### src/rtl/neuron_mac_seq_pkg.sv
// Shared definitions for the time-multiplexed neuron.
// Holds the controller state encoding plus the small elaboration-time
// helpers (ceil-log2 and the activation LUT midpoint) that the neuron
// top and its activation-address block both rely on.
package neuron_mac_seq_pkg;

  typedef enum logic [2:0] {
    ST_IDLE = 3'd0,
    ST_MAC  = 3'd1,
    ST_BIAS = 3'd2,
    ST_ADDR = 3'd3,
    ST_LUTW = 3'd4,
    ST_DONE = 3'd5
  } state_t;

  // Ceil-log2 for elaboration-time width sizing; clog2_f(1) = 0.
  function automatic int clog2_f(input int v);
    int r;
    r = 0;
    for (int i = 0; i < 31; i++) begin
      if ((1 << i) < v) r = i + 1;
    end
    return r;
  endfunction

  // LUT address that corresponds to a biased sum of zero.
  function automatic int lut_mid_f(input int aw);
    return 1 << (aw - 1);
  endfunction

endpackage

### src/rtl/neuron_mac_seq_act_addr.sv
// Combinational activation-address block for the neuron.
// Shifts the accumulator down, adds the bias, saturates the biased sum to
// signed DW+1 bits (flagging any clip), and separately turns a registered
// biased sum into a clamped activation LUT address around LUT_MID.
// Ports:
//   acc    in   ACC_W  signed accumulator
//   bias   in   DW     signed bias, added after the shift
//   s_in   in   DW+1   registered saturated sum used for address generation
//   s_sat  out  DW+1   saturated biased sum
//   sat    out  1      biased sum was clipped
//   addr   out  AW     LUT address, clamped to [0, 2**AW-1]
module neuron_mac_seq_act_addr
  import neuron_mac_seq_pkg::*;
#(
  parameter int ACC_W      = 38,
  parameter int DW         = 17,
  parameter int SHIFT      = 21,
  parameter int AW         = 11,
  parameter int ADDR_SHIFT = 7
) (
  input  logic signed [ACC_W-1:0] acc,
  input  logic signed [DW-1:0]    bias,
  input  logic signed [DW:0]      s_in,
  output logic signed [DW:0]      s_sat,
  output logic                    sat,
  output logic [AW-1:0]           addr
);

  // One guard bit over the accumulator keeps the bias add exact.
  localparam int SUM_W = ACC_W + 1;
  localparam int AD_W  = (((DW + 1) > AW) ? (DW + 1) : AW) + 1;

  localparam logic signed [SUM_W-1:0] S_MAX = {{(SUM_W-DW){1'b0}}, {DW{1'b1}}};
  localparam logic signed [SUM_W-1:0] S_MIN = {{(SUM_W-DW){1'b1}}, {DW{1'b0}}};
  localparam logic signed [AD_W-1:0]  A_MAX = {{(AD_W-AW){1'b0}}, {AW{1'b1}}};
  localparam logic signed [AD_W-1:0]  A_MID = AD_W'(lut_mid_f(AW));

  function automatic logic clips(input logic signed [SUM_W-1:0] v);
    return (v > S_MAX) || (v < S_MIN);
  endfunction

  function automatic logic signed [DW:0] saturate(input logic signed [SUM_W-1:0] v);
    logic signed [DW:0] r;
    if (v > S_MAX)      r = S_MAX[DW:0];
    else if (v < S_MIN) r = S_MIN[DW:0];
    else                r = v[DW:0];
    return r;
  endfunction

  function automatic logic [AW-1:0] clamp_addr(input logic signed [AD_W-1:0] v);
    logic [AW-1:0] r;
    if (v[AD_W-1])      r = '0;
    else if (v > A_MAX) r = '1;
    else                r = v[AW-1:0];
    return r;
  endfunction

  logic signed [ACC_W-1:0] shifted;
  logic signed [SUM_W-1:0] sum;
  logic signed [DW:0]      off;
  logic signed [AD_W-1:0]  addr_raw;

  always_comb begin
    shifted  = acc >>> SHIFT;
    sum      = {shifted[ACC_W-1], shifted} + {{(SUM_W-DW){bias[DW-1]}}, bias};
    s_sat    = saturate(sum);
    sat      = clips(sum);
    off      = s_in >>> ADDR_SHIFT;
    addr_raw = {{(AD_W-DW-1){off[DW]}}, off} + A_MID;
    addr     = clamp_addr(addr_raw);
  end

endmodule

### src/rtl/neuron_mac_seq.sv
// Time-multiplexed single neuron.
// Accepts one input/weight vector plus bias, runs N_IN signed MACs on a
// single multiplier, shifts/biases/saturates the sum, presents a clamped
// address to the external activation LUT and returns the LUT word as y.
// Ports:
//   clk, rst              clock; synchronous active-high reset
//   in_valid / in_ready   input handshake (ready only while idle)
//   x_flat, w_flat        N_IN packed DW-bit signed inputs / weights
//   bias                  DW-bit signed bias
//   lut_addr / lut_data   registered LUT address, LUT word LUT_LAT cycles later
//   out_valid / out_ready output handshake
//   y, sat                activation result and saturation flag
module neuron_mac_seq
  import neuron_mac_seq_pkg::*;
#(
  parameter int N_IN       = 13,
  parameter int DW         = 17,
  parameter int SHIFT      = 21,
  parameter int AW         = 11,
  parameter int ADDR_SHIFT = 7,
  parameter int LUT_LAT    = 1
) (
  input  logic                 clk,
  input  logic                 rst,
  input  logic                 in_valid,
  output logic                 in_ready,
  input  logic [N_IN*DW-1:0]   x_flat,
  input  logic [N_IN*DW-1:0]   w_flat,
  input  logic signed [DW-1:0] bias,
  output logic [AW-1:0]        lut_addr,
  input  logic [DW-1:0]        lut_data,
  output logic                 out_valid,
  input  logic                 out_ready,
  output logic [DW-1:0]        y,
  output logic                 sat
);

  // Guard bits of clog2(N_IN) make the accumulator overflow-free.
  localparam int ACC_W = 2 * DW + clog2_f(N_IN);
  localparam int IDX_W = (N_IN > 1) ? clog2_f(N_IN) : 1;
  localparam int CNT_W = clog2_f(LUT_LAT + 1);
  localparam logic [AW-1:0]    LUT_MID  = AW'(lut_mid_f(AW));
  localparam logic [IDX_W-1:0] IDX_LAST = IDX_W'(N_IN - 1);
  localparam logic [CNT_W-1:0] CNT_INIT = CNT_W'(LUT_LAT);

  state_t state, state_nxt;

  logic [IDX_W-1:0]        idx;
  logic [CNT_W-1:0]        cnt;
  logic signed [DW-1:0]    x_p0 [N_IN];
  logic signed [DW-1:0]    w_p0 [N_IN];
  logic signed [DW-1:0]    bias_p0;
  logic signed [2*DW-1:0]  prod_p0;
  logic signed [ACC_W-1:0] acc_p1;
  logic signed [DW:0]      s_p2;
  logic                    sat_p2;
  logic signed [DW:0]      s_sat;
  logic                    sat_w;
  logic [AW-1:0]           addr_w;

  always_ff @(posedge clk) begin
    if (rst) state <= ST_IDLE;
    else     state <= state_nxt;
  end

  always_comb begin
    state_nxt = state;
    case (state)
      ST_IDLE: if (in_valid)        state_nxt = ST_MAC;
      ST_MAC:  if (idx == IDX_LAST) state_nxt = ST_BIAS;
      ST_BIAS:                      state_nxt = ST_ADDR;
      ST_ADDR:                      state_nxt = ST_LUTW;
      ST_LUTW: if (cnt == '0)       state_nxt = ST_DONE;
      ST_DONE: if (out_ready)       state_nxt = ST_IDLE;
      default:                      state_nxt = ST_IDLE;
    endcase
  end

  always_comb begin
    in_ready = (state == ST_IDLE);
  end

  // Stage p0: operand capture at acceptance; later input changes are ignored.
  always_ff @(posedge clk) begin
    if (state == ST_IDLE && in_valid) begin
      for (int i = 0; i < N_IN; i++) begin
        x_p0[i] <= x_flat[i*DW +: DW];
        w_p0[i] <= w_flat[i*DW +: DW];
      end
      bias_p0 <= bias;
    end
  end

  always_comb begin
    prod_p0 = (2*DW)'(x_p0[idx]) * (2*DW)'(w_p0[idx]);
  end

  neuron_mac_seq_act_addr #(
    .ACC_W      (ACC_W),
    .DW         (DW),
    .SHIFT      (SHIFT),
    .AW         (AW),
    .ADDR_SHIFT (ADDR_SHIFT)
  ) u_act_addr (
    .acc   (acc_p1),
    .bias  (bias_p0),
    .s_in  (s_p2),
    .s_sat (s_sat),
    .sat   (sat_w),
    .addr  (addr_w)
  );

  // Stages p1/p2 and output: accumulate, bias/saturate, address, LUT capture.
  always_ff @(posedge clk) begin
    if (rst) begin
      idx       <= '0;
      cnt       <= '0;
      acc_p1    <= '0;
      s_p2      <= '0;
      sat_p2    <= 1'b0;
      lut_addr  <= LUT_MID;
      y         <= '0;
      sat       <= 1'b0;
      out_valid <= 1'b0;
    end else begin
      case (state)
        ST_IDLE: begin
          if (in_valid) begin
            acc_p1 <= '0;
            idx    <= '0;
          end
        end
        ST_MAC: begin
          acc_p1 <= acc_p1 + ACC_W'(prod_p0);
          idx    <= idx + 1'b1;
        end
        ST_BIAS: begin
          s_p2   <= s_sat;
          sat_p2 <= sat_w;
        end
        ST_ADDR: begin
          lut_addr <= addr_w;
          cnt      <= CNT_INIT;
        end
        // The wait spans LUT_LAT+1 cycles so the word registered by the
        // LUT after the address update is the one captured.
        ST_LUTW: begin
          if (cnt == '0) begin
            y         <= lut_data;
            sat       <= sat_p2;
            out_valid <= 1'b1;
          end else begin
            cnt <= cnt - 1'b1;
          end
        end
        ST_DONE: begin
          if (out_ready) out_valid <= 1'b0;
        end
        default: ;
      endcase
    end
  end

endmodule

### config.mk
export PLATFORM = sky130hd
export DESIGN_NAME = neuron_mac_seq
export DESIGN_NICKNAME = d
export VERILOG_FILES = /design/src/rtl/neuron_mac_seq_pkg.sv /design/src/rtl/neuron_mac_seq_act_addr.sv /design/src/rtl/neuron_mac_seq.sv
export SDC_FILE = /design/constraint.sdc
export NUM_CORES = 2
export LEC_CHECK = 0
export BUFFER_PORTS_ARGS = -buffer_cell sky130_fd_sc_hd__buf_2
export CAP_MARGIN = 40
export CORE_MARGIN = 2
export CORE_UTILIZATION = 58
export DETAILED_ROUTE_END_ITERATION = 10
export GPL_TIMING_DRIVEN = 0
export MAX_ROUTING_LAYER = met4
export PLACE_DENSITY = 0.78
export SLEW_MARGIN = 20
export SYNTH_ARGS = -nofsm -noshare
export SYNTH_HDL_FRONTEND = slang
export SYNTH_SLANG_ARGS = --single-unit
### constraint.sdc
create_clock -name clk -period 16.3 [get_ports clk]
set_input_delay 2.445 -clock clk [delete_from_list [all_inputs] [get_ports clk]]
set_output_delay 2.445 -clock clk [all_outputs]
set_load 0.005 [all_outputs]
==> flow_results.org <==
** Status
- Run status :: finished clean

** Placed design
- DP Area :: ~38,000 µm²
- Dpl ws :: 6.219 ns
- Final HPWL DP :: 78.45 mm
- Gp weighted congestion :: approximately 0.99
- Count of buffers inserted at the top-level ports :: 510

** Timing
- For the final routed database, the setup TNS stands at 0 ns.
- The smallest clock period supported by the final layout is computed as roughly 10 ns.
- Slew margin rel. :: a little over two fifths
- Top achievable clock speed :: ~100 MHz
- Setup repair after global routing left no endpoint under its margin.
- Setup slack on the critical path of the routed design comes to between 6 and 7 ns.
- At the pin with the least slew margin, the transition time is 0.8496 ns.
- Final-report setup violation count :: 0
- Across the routed clock network, the largest skew measured is 0.03141 ns.
- Number of endpoints with negative hold slack in the final report :: 0
- The number of pins with negative max-slew slack in the final report came to 0.
- Fraction of the cycle the final worst path needs :: approximately 63%

** Global routing
- Global routing consumed, on the met3 layer, around 6.2% of the routing resources.
- Global routing finished with a remaining overflow of 0.
- Global-route wire length before repair :: 144.6 mm
- Met1 layer usage reported by global route :: between 40% and 50%
- Maximum number of pins on one net before global-route repair :: between 100 and 150
- The initial antenna violation count came to 38.
- Via count of the first global-routing pass :: 24,400
- After global routing, the most crowded layer is met2.
- GR Layer Usage met2 :: 54.60%
- Global-route usage over all layers :: approximately a third

** Die
- Core Rows :: 88
- The core region is just under 60,000 µm².
- # IOs :: 511
- DIE HEIGHT :: between 200 and 250 µm
- Measured along the x axis, the die boundary spans 246.7 µm.
- Total Die Area :: 60,870 µm²
- The initial utilization of the core area, before any placement, comes to about three fifths.

** Logic synthesis
- Top cells by area in the synthesized netlist :: sky130_fd_sc_hd__edfxtp_1 40%, sky130_fd_sc_hd__fa_1 21%, sky130_fd_sc_hd__mux4_2 7.3%
- Number of enable-type register cells in the synthesized netlist :: roughly 460
- After synthesis the netlist holds a flip-flop and latch count of 551.
- When the netlist entered floorplanning its net count stood at around 3,600.
- Synth cell count leaders :: 461 x sky130_fd_sc_hd__inv_1, 459 x sky130_fd_sc_hd__edfxtp_1, 366 x sky130_fd_sc_hd__fa_1, 269 x sky130_fd_sc_hd__nand2_1, 164 x sky130_fd_sc_hd__nor2_1
- Yosys instantiated no cell more often than sky130_fd_sc_hd__inv_1.
- Sequential fraction of the synthesis area :: around 46%
- During synthesis, Yosys emitted a total of 0 warnings.
- The synthesized netlist contains slightly above 60 unique library cells.
- Dominant synthesized flop cell :: sky130_fd_sc_hd__edfxtp_1
- The share of synthesized area in the top cell type comes to roughly 40%.
- A synthesized cell averages between 10 and 15 µm².
- Cell taking the most area after synthesis :: sky130_fd_sc_hd__edfxtp_1
- Ys async rst share :: 0%
- Counting every instance in the synthesized netlist gives between 2,000 and 3,000.
- Post-synthesis instance area :: roughly 34,000 µm²

** Clock network
- The tree is rooted in a sky130_fd_sc_hd__clkbuf_16.
- Post-cts repair resize count :: 0
- No sink is reached through more buffers than the 3 on the longest clock path.
- CTS Sinks :: 551
- CTS Hold Buffers Added :: 0
- TritonCTS clock tree :: built
- Worst skew pair latency :: between 0.6 and 0.7 ns
- Total clock buffers created by CTS :: 55
- Total number of H-tree levels :: 2
- Register clock-pin slew on the reported worst setup and hold paths :: ~0.070 ns
- After clock tree synthesis, the setup repair step added 0 buffers.

** Cells and area
- Final cell area excluding filler cells :: 39,780 µm²
- Layout area overhead :: 16.42%
- Layout cell share with drive strength beyond 1 :: approximately a quarter
- After the last flow step, the layout net total stands at around 4,200.

** Worst setup path
- Largest fanout of any net on the critical path :: 10
- The worst setup path is launched from a register.
- Reg2Reg Setup Slack :: ~6.0 ns
- STA puts the critical path data arrival time at 10.76 ns.
- STA classifies the critical path endpoint as a register.
- Critical Setup Path Class :: register to register
- In this run the critical register-to-register path is captured at acc_p1[37]$_SDFFE_PP0P_.
- The slowest stage of the critical path belongs to the cell sky130_fd_sc_hd__fa_1.
- The worst register-to-register path has a depth of 28.
- For this run, the slowest stage of the critical path takes just over 0.8 ns.
- Data required time at the worst endpoint :: 16.79 ns
- Among the stages of the critical path, the cell type that occurs most often is sky130_fd_sc_hd__fa_1.

** Routing
- After detailed routing, the number of remaining DRC violations is 0.
- Avg WL per Cell :: around 24 µm
- In this run, the number of DRC markers left after iteration 0 of detailed routing was about 2,200.
- Post-detailed-routing wire length :: 97.17 mm
- In this run the remaining antenna-violating nets after routing total 0.
- Detailed-route via count :: 23,110
- Detailed-router iteration count before antenna repair :: 5
- After detailed routing, the number of vias per cell comes to between 5 and 6.

** Hold path
- In this run the most critical hold path is launched from s_p2[9]$_SDFFE_PP0N_.
- Hold worst-path end :: s_p2[9]$_SDFFE_PP0N_
- Hold-critical path depth :: 2
- Hold WC Path Type :: register to register

** Run
- The tool flagged a number of max-cap violations equal to 0.
metrics by stage:
step | cells | hold slack, ns | util, %
floorplan | 2634 | 0.4250 | -
detailed placement | 3924 | 0.4437 | 65.34
global placement | 3909 | 0.4384 | 64.94
finish | 4067 | 0.4529 | 68.56
global route | 4064 | 0.4715 | 68.55
CTS | 4024 | 0.4516 | 68.33
sequential cells by signal (all words and copies together) (netlist names), named ones only:
signal / flops
w_p0: 221
x_p0: 221
acc_p1: 38
bias_p0: 17
y: 17
lut_addr: 11
s_p2: 11
idx: 4
state: 3
cnt: 1
out_valid: 1
sat: 1
sat_p2: 1
metal layers:
| metal | up-vias | wire length [µm] |
|---|---|---|
| met2 | 1242 | 48410 |
| met5 | - | 0 |
| li1 | 10020 | - |
| met4 | 0 | 4632 |
| met3 | 233 | 8516 |
| met1 | 11610 | 35610 |
layout make-up:
type / count / area [µm²]
Fill cell: 4066 / 18240
Multi-Input combinational cell: 1522 / 16370
Sequential cell: 551 / 15630
Timing Repair Buffer: 528 / 2794
Inverter: 461 / 1738
Clock buffer: 68 / 1435
Tap cell: 765 / 957.2
Buffer: 100 / 456.7
Clock inverter: 32 / 301.5
Antenna cell: 40 / 100.1
cell families (layout without fill, tap and decap cells):
group                    count (synthesis)  in the layout  synth area share [%]
flip-flops                             551            551                 45.73
AO/OA/AOI/OAI                          263            263                 5.038
AND/OR/NAND/NOR                        581            581                 7.382
multiplexers                           134            134                 8.022
XOR/XNOR                                48             48                 1.230
other                                    0             40                     0
adder cells (fa/ha/maj)                496            496                 26.20
buffers and inverters                  561           1189                 6.400
worst max-delay path by stage:
stage / from / endpoint / cells after the start
floorplan: in_valid / acc_p1[34]$_SDFFE_PP0P_ / 6
global route: register / acc_p1[37]$_SDFFE_PP0P_ / 28
CTS: register / acc_p1[37]$_SDFFE_PP0P_ / 28
detailed placement: register / acc_p1[37]$_SDFFE_PP0P_ / 28
finish: register / acc_p1[37]$_SDFFE_PP0P_ / 28
global placement: in_valid / acc_p1[34]$_SDFFE_PP0P_ / 7
worst max-delay path: cells and delay by family (launching register included):
kind / cells / cell delay, ns
compound gates: 7 / 2.28
simple gates: 4 / 1.10
fa+ha+maj: 7 / 3.98
xor+xnor: 1 / 0.17
buf+inv: 9 / 2.25
flops: 1 / 0.33
cells in the final DEF, fill, tap and decap left out, types with 60 or more instances in the layout:
master,n
sky130_fd_sc_hd__buf_2,550
sky130_fd_sc_hd__mux4_2,111
sky130_fd_sc_hd__fa_1,366
sky130_fd_sc_hd__clkbuf_1,60
sky130_fd_sc_hd__edfxtp_1,459
sky130_fd_sc_hd__nor2_1,164
sky130_fd_sc_hd__inv_1,460
sky130_fd_sc_hd__nand2_1,269
sky130_fd_sc_hd__dfxtp_1,92
sky130_fd_sc_hd__a21oi_1,85
sky130_fd_sc_hd__ha_1,130
Power is left out: the tool's default activity adds up to more than one toggle a clock period on the data nets, which glitch-free logic cannot reach.
